File: config.mk
export PLATFORM = sky130hd
export DESIGN_NAME = instr_prefetch_queue
export DESIGN_NICKNAME = d
export VERILOG_FILES = /design/src/rtl/instr_prefetch_queue.sv
export SDC_FILE = /design/constraint.sdc
export NUM_CORES = 1
export LEC_CHECK = 0
export CAP_MARGIN = 40
export CORE_MARGIN = 2
export CORE_UTILIZATION = 55
export DETAILED_ROUTE_END_ITERATION = 10
export HOLD_SLACK_MARGIN = 0.12
export PLACE_DENSITY = 0.79
export SLEW_MARGIN = 10
export SYNTH_ARGS = -nofsm -noshare
export SYNTH_HDL_FRONTEND = slang
export SYNTH_SLANG_ARGS = --single-unit
File: constraint.sdc
create_clock -name clk_i -period 5.6 [get_ports clk_i]
set_input_delay 0.84 -clock clk_i [delete_from_list [all_inputs] [get_ports clk_i]]
set_output_delay 0.84 -clock clk_i [all_outputs]
set_load 0.005 [all_outputs]
File: src/rtl/instr_prefetch_queue.sv
// instr_prefetch_queue: sequential instruction prefetch queue with in-flight tracking and redirect flush; ports clk_i/rst_i, start_i, redirect_i/redirect_pc_i, mem_req_o/mem_addr_o/mem_gnt_i, mem_rvalid_i/mem_rdata_i, inst_valid_o/inst_o/pc_o/deq_ready_i; optional PREFETCH_BYPASS_EN forwards a response straight to the head outputs when the queue is empty
module instr_prefetch_queue #(
  parameter int          DEPTH    = 4,
  parameter logic [31:0] RESET_PC = 32'h0
) (
  input  logic        clk_i,
  input  logic        rst_i,
  input  logic        start_i,
  input  logic        redirect_i,
  input  logic [31:0] redirect_pc_i,
  output logic        mem_req_o,
  output logic [31:0] mem_addr_o,
  input  logic        mem_gnt_i,
  input  logic        mem_rvalid_i,
  input  logic [31:0] mem_rdata_i,
  output logic        inst_valid_o,
  output logic [31:0] inst_o,
  output logic [31:0] pc_o,
  input  logic        deq_ready_i
);
  localparam int CW = $clog2(DEPTH + 1);
  localparam int PW = $clog2(DEPTH);
  localparam logic [CW:0] DEPTH_W = (CW + 1)'(DEPTH);
  typedef enum logic {IDLE, RUN} state_t;
  state_t state, state_nx;
  logic [31:0] fetch_pc, resp_pc, target_pc;
  logic [CW-1:0] count, outstanding, discard;
  logic [PW-1:0] head, tail;
  logic [31:0] inst_mem [DEPTH];
  logic [31:0] pc_mem [DEPTH];
  logic [CW:0] inflight;
  logic grant, drop, bypass, accept, push, pop;
  assign target_pc = redirect_pc_i & ~32'h3;
  assign inflight = {1'b0, count} + {1'b0, outstanding};
  assign mem_req_o = (state == RUN) & ~redirect_i & (inflight < DEPTH_W);
  assign mem_addr_o = fetch_pc;
  assign grant = mem_req_o & mem_gnt_i;
  assign drop = discard != '0;
`ifdef PREFETCH_BYPASS_EN
  assign bypass = (count == '0) & ~drop & mem_rvalid_i & ~redirect_i;
`else
  assign bypass = 1'b0;
`endif
  assign inst_valid_o = (count != '0) | bypass;
  assign inst_o = bypass ? mem_rdata_i : inst_mem[head];
  assign pc_o = bypass ? resp_pc : pc_mem[head];
  assign pop = (count != '0) & deq_ready_i & ~redirect_i;
  assign accept = mem_rvalid_i & ~drop & ~redirect_i;
  // a bypassed response taken by the consumer never occupies an entry
  assign push = accept & ~(bypass & deq_ready_i);
  always_comb state_nx = (state == IDLE && start_i && !redirect_i) ? RUN : state;
  always_ff @(posedge clk_i or posedge rst_i)
    if (rst_i) state <= IDLE;
    else state <= state_nx;
  always_ff @(posedge clk_i or posedge rst_i)
    if (rst_i) begin
      fetch_pc <= RESET_PC;
      resp_pc <= RESET_PC;
      count <= '0;
      outstanding <= '0;
      discard <= '0;
      head <= '0;
      tail <= '0;
    end else if (redirect_i) begin
      fetch_pc <= target_pc;
      resp_pc <= target_pc;
      count <= '0;
      head <= '0;
      tail <= '0;
      outstanding <= outstanding - CW'(mem_rvalid_i);
      // outstanding already includes responses marked for discard, so every
      // response still in flight after this edge is stale
      discard <= (outstanding == '0) ? '0 : outstanding - CW'(mem_rvalid_i);
    end else begin
      if (grant) fetch_pc <= fetch_pc + 32'd4;
      outstanding <= outstanding + CW'(grant) - CW'(mem_rvalid_i);
      if (mem_rvalid_i && drop) discard <= discard - 1'b1;
      if (accept) resp_pc <= resp_pc + 32'd4;
      if (push) tail <= tail + 1'b1;
      if (pop) head <= head + 1'b1;
      count <= count + CW'(push) - CW'(pop);
    end
  always_ff @(posedge clk_i)
    if (push) begin
      inst_mem[tail] <= mem_rdata_i;
      pc_mem[tail] <= resp_pc;
    end
endmodule

==> impl_metrics.env <==
export IMPL_status="finished, final reports clean"
export IMPL_syn_area_um2=13300
export IMPL_start_kind="flip-flop"
export IMPL_period_needed_ns=3.65
export IMPL_cp_arrival_ns=2.81
export IMPL_worstMarginPinSlew_ns=0.856
export IMPL_dp_cells=1253
export IMPL_io_pins=169
export IMPL_grt_pass1_vias=7738
export IMPL_clock_skew_ns=0.0140
export IMPL_drcViolationCount=0
export IMPL_port_buffers=162
export IMPL_clk_latency_ns=0.51
export IMPL_grt_max_degree=60
export IMPL_tns_ns=0
export IMPL_routedWlPerCell_um=20.6
export IMPL_cts_tree="yes"
export IMPL_track_usage=0.217
export IMPL_critical_path_max_fanout=30
export IMPL_final_setup_viol_count=0
export IMPL_synth_avg_cell_area_um2=16.8
export IMPL_reg2reg_from="count[1]"
export IMPL_topRoutingLayerUsed="met4"
export IMPL_pwr_density_cell_nw_per_um2=398
export IMPL_ctsLongestPathBuffers=3
export IMPL_die_w_um=159
export IMPL_drive_above_1_share=0.152
export IMPL_clock_fmax_mhz=274
export IMPL_fin_nets=1059
export IMPL_holdPathEnd="state"
export IMPL_ctsHoldBuffers=0
export IMPL_synth_distinct_cells=58
export IMPL_place_congestion=0.863
export IMPL_rsz0062_at_grt="false"
export IMPL_ys_seq_elements=322
export IMPL_cap_violations=0
export IMPL_rrSetupSlack_ns=2.23
export IMPL_cp_slowest_cell="dfrtp_4"
export IMPL_holdCritStartpoint="state"
export IMPL_rr_endpoint="outstanding[2]"
export IMPL_dr_pass1_iters=5
export IMPL_numCtsBuffers=34
export IMPL_crit_path_max_incr_delay_ns=0.65
export IMPL_critPathBufInv=3
export IMPL_vias=7688
export IMPL_start_util=0.563
export IMPL_die_h_um=159
export IMPL_via_per_inst=5.85
export IMPL_drt_iter0_drc=654
export IMPL_core_um2=23600
export IMPL_netlist_instances=792
export IMPL_ir_worst_vdd_mv=0.202
export IMPL_cellLeakagePower_nw=5.62
export IMPL_max_slew_margin=0.427
export IMPL_syn2layout_area_growth_pct=23.9
export IMPL_dieArea_um2=25400
export IMPL_holdPathStages=1
export IMPL_met1_length_mm=11.5
export IMPL_drv_slew=0
export IMPL_antenna_left=0
export IMPL_wl_met3_mm=1.97
export IMPL_critPathCaptureType="primary output"
export IMPL_clk_pin_slew_ns=0.07
export IMPL_finalCritPeriodShare=0.651
export IMPL_grt_pass1_wl_mm=43.0
export IMPL_crit_family="buffers and inverters"
export IMPL_critPathRequiredTime_ns=4.76
export IMPL_fillerInstances=1532
export IMPL_wl_mm=27.1
export IMPL_rows=56
export IMPL_met2_length_mm=13.3
export IMPL_ys_seq_area_frac=0.699
export IMPL_async_flop_share=0.230
export IMPL_synth_ff_type="edfxtp_1"
export IMPL_antenna_found_initial=0
export IMPL_detailed_place_hpwl_mm=17.6
export IMPL_overflow=0
export IMPL_hold_violations=0
export IMPL_cts_root_buf="clkbuf_16"
export IMPL_path_class="flip-flop to primary output"
export IMPL_synth_edf_count=248
export IMPL_cts_max_level=2
export IMPL_antennaDiodeCount=0
export IMPL_fin_cells=1315
export IMPL_clkSinkCount=322
export IMPL_yosysWarningCount=0
export IMPL_worst_r2r_path_depth=12
export IMPL_crit_path_cell_trace="buf_16, buf_4, mux4_2, clkdlybuf4s50_1"
export IMPL_cts_post_setup_buffers_inserted=0
export IMPL_cts_resized=0
export IMPL_min_path_type="flip-flop to flip-flop"
## worst register-to-register path: cells and delay by family, from the launching register on
family	cells	cell delay (ns)
buf+inv	3	0.51
compound gates	2	0.59
fa+ha+maj	4	1.22
simple gates	1	0.22
xor+xnor	2	0.33
flops	1	0.44
## cells in the mapped netlist (all sizes together), types with 11 or more instances
cell	number	area, um^2
xnor2	24	210
ha	16	200
o21ai	26	130
nand3	24	120
inv	24	90.1
nand4	17	106
nor4	13	96.3
nor2	18	67.6
xor2	25	219
clkbuf	23	86.3
a21oi	11	55.1
mux2	14	158
nor3	20	105
mux4	62	1400
nand2	45	169
and3	14	87.6
buf	16	77.6
dfrtp	74	1850
edfxtp	248	7450
## state kept, by name, indices dropped and copies added (netlist names)
name and flops:
outstanding 3, count 3, pc_mem 120, tail 2
state 1, mem_addr_o 30, discard 3, resp_pc 30
head 2, inst_mem 128
## per-stage QoR
stage / total power [mW] / cell area (um^2) / hold WS, ns / setup slack (ns) / utilization
CTS: 6.63 / 16500 / 0.488 / 1.88 / 0.698
detailed placement: 4.40 / 15300 / 0.473 / 1.98 / 0.650
global route: 6.85 / 16500 / 0.512 / 1.79 / 0.698
floorplan: 3.71 / 13300 / 0.442 / 2.33 / -
finish: 6.56 / 16500 / 0.488 / 1.95 / 0.698
global placement: 4.34 / 15300 / 0.460 / 2.01 / 0.646
## cell families (layout without fill, tap and decap cells)
family          Yosys count  after routing  share of synthesized area
buf+inv                  63            264                     0.0191
fa+ha+maj                18             18                     0.0181
flops                   322            322                      0.699
other cells               1              4                   0.000282
compound gates           73             73                     0.0348
xor+xnor                 49             49                     0.0323
simple gates            187            187                     0.0771
mux                      79             79                      0.119
## layout make-up
class / count / area [um^2] / area share
clock buffer: 39 / 891 / 0.0541
clock inverter: 23 / 231 / 0.0141
inverter: 24 / 90.1 / 0.00547
multi-input combinational: 410 / 3760 / 0.228
sequential: 322 / 9300 / 0.565
tap: 319 / 399 / 0.0242
timing repair buffer: 178 / 1790 / 0.109
## layout by cell type (no fill, tap or decap), drive strengths merged, types with 17 or more instances in the layout
cell / netlist / layout
nand4: 17 / 17
nor3: 20 / 20
inv: 24 / 24
o21ai: 26 / 26
nand2: 45 / 45
dfrtp: 74 / 74
nand3: 24 / 24
nor2: 18 / 18
buf: 16 / 17
xnor2: 24 / 24
clkinv: 0 / 19
clkbuf: 23 / 39
xor2: 25 / 25
mux4: 62 / 62
edfxtp: 248 / 248
clkdlybuf4s50: 0 / 161
## routing by layer
layer / GRT usage / vias up
li1: - / 3449
met1: 0.306 / 3860
met2: 0.353 / 345
met3: 0.0412 / 34
met4: 0.0533 / 0
met5: 0 / -
## worst max-delay path by stage
stage | slack [ns] | cells after the start | from | endpoint
global route | 1.79 | 4 | head[0] | inst_o[17]
detailed placement | 1.98 | 4 | mem_rvalid_i | inst_mem[1][26]
CTS | 1.88 | 4 | head[0] | inst_o[17]
floorplan | 2.33 | 13 | count[1] | outstanding[2]
global placement | 2.01 | 4 | mem_rvalid_i | inst_mem[2][23]
finish | 1.95 | 4 | head[0] | inst_o[17]
## report_power, final
group	switching (mW)	internal [mW]	total, mW
Sequential	0.187	2.76	2.95
Combinational	0.570	0.821	1.39
Clock	0.885	1.33	2.22
Power figures use the tool's default switching activity.
